[src/rtl/sweep_scheduler_pkg.sv]
// sweep_scheduler_pkg: shared state encoding, angle constants and helpers for the sweep scheduler
package sweep_scheduler_pkg;
  typedef enum logic [2:0] {
    ST_IDLE,
    ST_MOVE,
    ST_PING,
    ST_WAIT,
    ST_CONV,
    ST_OUT,
    ST_ADV
  } state_t;
  localparam int NUM_ANGLES = 6;
  localparam logic [2:0] MAX_IDX = 3'(NUM_ANGLES - 1);
  localparam logic POS = 1'b0;
  localparam logic NEG = 1'b1;
  localparam logic [3:0] TH_15  = 4'h1;
  localparam logic [3:0] TH_45  = 4'h3;
  localparam logic [3:0] TH_75  = 4'h5;
  localparam logic [3:0] TH_105 = 4'h7;
  localparam logic [3:0] TH_135 = 4'h9;
  localparam logic [3:0] TH_165 = 4'hB;
  function automatic logic [3:0] theta_of(input logic [2:0] idx);
    return {idx, 1'b1};
  endfunction
endpackage

[src/rtl/sweep_scheduler_conv.sv]
// polar_to_cartesian: maps {theta code, r} to sign-magnitude x/y using 8-bit fixed-point sines
module polar_to_cartesian
  import sweep_scheduler_pkg::*;
(
  input  logic [3:0] theta_i,
  input  logic [7:0] r_i,
  output logic [8:0] x_o,
  output logic [8:0] y_o
);
  logic       outer, diag, x_neg;
  logic [7:0] kx, ky;
  always_comb begin
    outer = (theta_i == TH_15) || (theta_i == TH_165);
    diag  = (theta_i == TH_45) || (theta_i == TH_135);
    x_neg = (theta_i == TH_105) || (theta_i == TH_135) || (theta_i == TH_165);
    kx    = outer ? 8'd247 : diag ? 8'd181 : 8'd66;
    ky    = outer ? 8'd66 : diag ? 8'd181 : 8'd247;
    x_o   = {x_neg ? NEG : POS, 8'(({8'd0, r_i} * {8'd0, kx}) >> 8)};
    y_o   = {POS, 8'(({8'd0, r_i} * {8'd0, ky}) >> 8)};
  end
endmodule

[src/rtl/sweep_scheduler.sv]
// sweep_scheduler: steps the servo across six angles, pings the ranger and streams converted points
module sweep_scheduler
  import sweep_scheduler_pkg::*;
#(
  parameter int SETTLE_CYCLES  = 2_700_000,
  parameter int TIMEOUT_CYCLES = 1_350_000
) (
  input  logic        clock,
  input  logic        reset_n,
  input  logic        enable,
  output logic [3:0]  servo_theta,
  output logic        range_start,
  input  logic        range_valid,
  input  logic [7:0]  range_value,
  output logic        point_valid,
  input  logic        point_ready,
  output logic [8:0]  point_x,
  output logic [8:0]  point_y,
  output logic [11:0] point_r_theta,
  output logic        point_timeout,
  output logic        sweep_done,
  output logic        busy
);
  localparam int MAXC = (SETTLE_CYCLES > TIMEOUT_CYCLES) ? SETTLE_CYCLES : TIMEOUT_CYCLES;
  localparam int CW = $clog2(MAXC + 1);
  localparam logic [CW-1:0] SETTLE_LD  = CW'(SETTLE_CYCLES - 1);
  localparam logic [CW-1:0] TIMEOUT_LD = CW'(TIMEOUT_CYCLES - 1);
  state_t        state_q;
  logic [CW-1:0] cnt_q;
  logic [2:0]    idx_q, idx_d;
  logic          dir_q, dir_d, at_end;
  logic [3:0]    servo_q;
  logic          rs_q, to_q, pv_q, pto_q, sd_q, busy_q;
  logic [11:0]   lat_q, prt_q;
  logic [8:0]    px_q, py_q, cx, cy;
  always_comb begin
    at_end = dir_q ? (idx_q == 3'd0) : (idx_q == MAX_IDX);
    idx_d  = at_end ? idx_q : dir_q ? idx_q - 3'd1 : idx_q + 3'd1;
    dir_d  = at_end ? ~dir_q : dir_q;
  end
  polar_to_cartesian u_conv (
    .theta_i(lat_q[11:8]),
    .r_i    (lat_q[7:0]),
    .x_o    (cx),
    .y_o    (cy)
  );
  // timeout is checked before range_valid so a coincident pulse loses
  always_ff @(posedge clock or negedge reset_n) begin
    if (!reset_n) begin
      state_q <= ST_IDLE;
      cnt_q   <= '0;
      idx_q   <= 3'd0;
      dir_q   <= 1'b0;
      servo_q <= TH_15;
      rs_q    <= 1'b0;
      lat_q   <= '0;
      to_q    <= 1'b0;
      pv_q    <= 1'b0;
      prt_q   <= '0;
      px_q    <= '0;
      py_q    <= '0;
      pto_q   <= 1'b0;
      sd_q    <= 1'b0;
      busy_q  <= 1'b0;
    end else begin
      rs_q <= 1'b0;
      sd_q <= 1'b0;
      case (state_q)
        ST_IDLE: if (enable) begin
          state_q <= ST_MOVE;
          cnt_q   <= SETTLE_LD;
          servo_q <= theta_of(idx_q);
          busy_q  <= 1'b1;
        end
        ST_MOVE: if (cnt_q == '0) state_q <= ST_PING;
                 else cnt_q <= cnt_q - 1'b1;
        ST_PING: begin
          rs_q    <= 1'b1;
          cnt_q   <= TIMEOUT_LD;
          state_q <= ST_WAIT;
        end
        ST_WAIT: if (cnt_q == '0) begin
          lat_q   <= {theta_of(idx_q), 8'd0};
          to_q    <= 1'b1;
          state_q <= ST_CONV;
        end else begin
          cnt_q <= cnt_q - 1'b1;
          if (range_valid) begin
            lat_q   <= {theta_of(idx_q), range_value};
            to_q    <= 1'b0;
            state_q <= ST_CONV;
          end
        end
        ST_CONV: begin
          prt_q   <= lat_q;
          px_q    <= cx;
          py_q    <= cy;
          pto_q   <= to_q;
          pv_q    <= 1'b1;
          state_q <= ST_OUT;
        end
        ST_OUT: if (point_ready) begin
          pv_q    <= 1'b0;
          sd_q    <= at_end;
          state_q <= ST_ADV;
        end
        ST_ADV: begin
          idx_q <= idx_d;
          dir_q <= dir_d;
          if (enable) begin
            state_q <= ST_MOVE;
            cnt_q   <= SETTLE_LD;
            servo_q <= theta_of(idx_d);
          end else begin
            state_q <= ST_IDLE;
            busy_q  <= 1'b0;
          end
        end
        default: state_q <= ST_IDLE;
      endcase
    end
  end
  assign servo_theta   = servo_q;
  assign range_start   = rs_q;
  assign point_valid   = pv_q;
  assign point_x       = px_q;
  assign point_y       = py_q;
  assign point_r_theta = prt_q;
  assign point_timeout = pto_q;
  assign sweep_done    = sd_q;
  assign busy          = busy_q;
endmodule

[config.mk]
export PLATFORM = sky130hd
export DESIGN_NAME = sweep_scheduler
export DESIGN_NICKNAME = d
export VERILOG_FILES = /design/src/rtl/sweep_scheduler_pkg.sv /design/src/rtl/sweep_scheduler_conv.sv /design/src/rtl/sweep_scheduler.sv
export SDC_FILE = /design/constraint.sdc
export NUM_CORES = 1
export LEC_CHECK = 0
export CAP_MARGIN = 20
export CORE_MARGIN = 2
export CORE_UTILIZATION = 35
export DETAILED_ROUTE_END_ITERATION = 7
export SLEW_MARGIN = 15
export SYNTH_ARGS = -nofsm -noshare
export SYNTH_HDL_FRONTEND = slang
export SYNTH_SLANG_ARGS = --single-unit
export TNS_END_PERCENT = 100
[constraint.sdc]
create_clock -name clock -period 5.64 [get_ports clock]
set_input_delay 1.128 -clock clock [delete_from_list [all_inputs] [get_ports clock]]
set_output_delay 1.128 -clock clock [all_outputs]
set_load 0.03 [all_outputs]
==> results.txt <==
Type of the tightest min-delay check: register to register
Commonest non-fill, non-tap cell in the layout: inv_1
Worst slack at placement: 0.4689 ns
Achievable Freq: 0.1944 GHz
Postcts setup bufs: 0
Wire per inst: 14.70 um
Post-Route WL: 15100 um
IO Count: 52
Largest net degree at the start of global routing: 80
Most frequent cells in the layout: inv_1, nand2_1, ha_1, dfrtp_1, fa_1
Drt first pass iters: 5
Slew headroom: 40.43%
Slew Limit Fails: 0
Ys async rst share: 100.0%
CORE AREA: 19330 um2
Die Height: 144.1 um
Chip width: 144.1 um
GR Overflow Total: 0
Die area: 20770 um2
Layout Skew: 0.007798 ns
Drt drc: 0
I/O Buffers: 49
CP Max Fanout: 9
Layout fillers: 1903
Max VDD drop: 0.1985 mV
Cell row count: 51
Final GP Congestion: 0.8489
Initial antenna violation count: 0
N_diodes: 0
Layout area overhead: 15.84%
Vias in the first global route: 5025
Max_cap viols: 0
Status: finished clean
CTS tree: yes
Top FF cell, synth: dfrtp_1
Unique masters post-synth: 72
Pwr Density: 443.7 nW/um2
CP Capture Type: register
Final Hold Violating Endpoints: 0
Leak: 4.129 nW
ANT nets after route: 0
Post-layout nets: 902
CTS clk-pin slew, worst paths: 0.07 ns
Crit path DAT: 5.40 ns
First-pass GRT wire length: 25370 um
Clock Tree Buf Depth: 2
Mean Syn Cell Area: 9.599 um2
Slew at the pin with the worst max-slew slack: 0.8904 ns
Setup tns final: 0 ns
Synth Net Count: 861
Mapped Cells: 716
CP Launch Type: register
Routed via count: 5074
Seq/Total Area, Yosys: 28.76%
Hold buffers post-CTS: 0
HPWL after DPL: 11640 um
Iteration-0 DRC Markers: 294
CTS Sinks: 79
Root Buffer: clkbuf_16
Number of flops mapped to enable cells by yosys: 0
Crit share post-route: 91.21%
FF+latch count, synth: 79
Syn. warnings: 0
Setup violators final: 0
Worst EP required: 5.89 ns
Initial core utilization: 35.55%
Final setup margin: 0.4957 ns
RSZ-0062 raised after global routing: false
Gr usage total: 15.69%
CTS Buf Count: 9
WHS: 0.4780 ns
Fraction of layout cells with a size suffix above 1: 6.955%
Minimum clock period after layout: 5.144 ns
Post_cts resized: 0
H-tree depth: 3
CP Class: register to register
Clock latency on the worst-skew pair: 0.35 ns
Cell Area, Synth: 6873 um2
Via density: 4.941
## layer usage
layer	vias up	global-route usage (%)	wire [um]
met5	-	0	0
met4	0	4.241	172
met3	11	2.351	479
met2	74	27.04	7547
met1	2523	20.66	6894
li1	2466	-	-
## logic make-up (layout without fill, tap and decap cells)
kind of cell             count (synthesis)  after routing  share of synthesized area [%]
adder cells (fa/ha/maj)                132            132                          29.82
flip-flops                              79             79                          28.76
buffers and inverters                  141            187                          8.065
XOR/XNOR                                29             29                          3.696
AND/OR/NAND/NOR                        194            194                          15.02
other                                    2              2                         0.1093
AO/OA/AOI/OAI                          123            123                          11.92
multiplexers                            16             16                          2.603
## state kept, by name, indices dropped and copies added (netlist names)
signal,flops
sweep_done,1
busy,1
lat_q,12
point_x,9
range_start,1
point_y,8
state_q,3
cnt_q,22
point_valid,1
idx_q,3
point_timeout,1
dir_q,1
servo_theta,3
point_r_theta,12
to_q,1
## through the flow
| stage | cells | total power [mW] | cell area [um2] | utilization [%] |
|---|---|---|---|---|
| finish | 1027 | 3.533 | 7961 | 41.18 |
| global route | 1027 | 3.920 | 7961 | 41.18 |
| CTS | 1026 | 3.590 | 7941 | 41.07 |
| detailed placement | 1010 | 2.873 | 7602 | 39.32 |
| global placement | 1010 | 2.840 | 7602 | 39.32 |
| floorplan | 716 | 2.395 | 6873 | - |
## synthesized netlist by cell type (2+ instances only)
master | n | share of area (%)
fa_1 | 53 | 15
o21ai_1 | 4 | 0.29
o22ai_1 | 3 | 0.27
nand3_1 | 19 | 1.4
nor3_2 | 4 | 0.58
o21ai_0 | 35 | 2.5
xor2_1 | 15 | 1.9
and2_1 | 9 | 0.82
o221a_1 | 3 | 0.49
o211ai_1 | 3 | 0.33
nor2_1 | 18 | 0.98
or3_1 | 5 | 0.46
mux2_2 | 15 | 2.5
nand4_1 | 5 | 0.46
conb_1 | 2 | 0.11
nand3b_1 | 2 | 0.22
o221ai_1 | 3 | 0.38
buf_4 | 3 | 0.33
nor3_1 | 11 | 0.80
o21bai_1 | 2 | 0.22
o2bb2ai_1 | 2 | 0.25
dfrtp_1 | 79 | 29
inv_1 | 119 | 6.5
clkbuf_1 | 12 | 0.66
a21o_1 | 9 | 0.98
a211oi_1 | 2 | 0.22
and3_1 | 5 | 0.46
nand2_1 | 85 | 4.6
xnor2_1 | 14 | 1.8
a41oi_1 | 3 | 0.38
ha_1 | 79 | 14
buf_2 | 5 | 0.36
a31oi_1 | 5 | 0.46
a2bb2oi_1 | 2 | 0.25
nand2b_1 | 10 | 0.91
o31ai_1 | 2 | 0.22
nor4_1 | 2 | 0.18
a21oi_1 | 25 | 1.8
o21a_1 | 5 | 0.55
nor2b_1 | 2 | 0.18
o31a_1 | 3 | 0.38
o311ai_0 | 2 | 0.25
## final timing paths
check / cells after the start / startpoint / endpoint / slack [ns]
max: 17 / lat_q[11] / point_y[7] / 0.50
min: 2 / point_x[2] / point_x[2] / 0.48
max reg2reg: 17 / lat_q[11] / point_y[7] / 0.50
min reg2reg: 2 / point_x[2] / point_x[2] / 0.48
max in group asynchronous: 2 / reset_n / point_x[2] / 4.25
min in group asynchronous: 1 / reset_n / dir_q / 0.78
## area by class of cell
| class | count | area [um2] | area share [%] |
|---|---|---|---|
| repair buffers | 52 | 523.0 | 6.569 |
| clock buffers | 11 | 232.7 | 2.923 |
| inverters | 119 | 446.7 | 5.611 |
| flip-flops and latches | 79 | 1977 | 24.83 |
| well taps | 265 | 331.6 | 4.165 |
| clock inverters | 5 | 106.4 | 1.336 |
| multi-input cells | 496 | 4344 | 54.57 |
## power breakdown
group | internal [mW] | switching (mW) | leakage, nW
Clock | 0.434 | 0.253 | 0.160
Combinational | 0.794 | 1.16 | 2.95
Sequential | 0.691 | 0.196 | 1.02
## critical path, cell delays in order (launching register included)
cell and delay, ns:
dfrtp_1 0.42, xnor2_1 0.33, nand2b_1 0.31, nand2_1 0.19, fa_1 0.63, inv_1 0.08, fa_1 0.53, inv_1 0.05
fa_1 0.50, fa_1 0.54, inv_1 0.04, ha_1 0.36, and3_1 0.18, o311ai_0 0.15, a21oi_1 0.22, o21ai_0 0.12
and3_1 0.19, o31ai_1 0.18
Power figures use the tool's default switching activity.
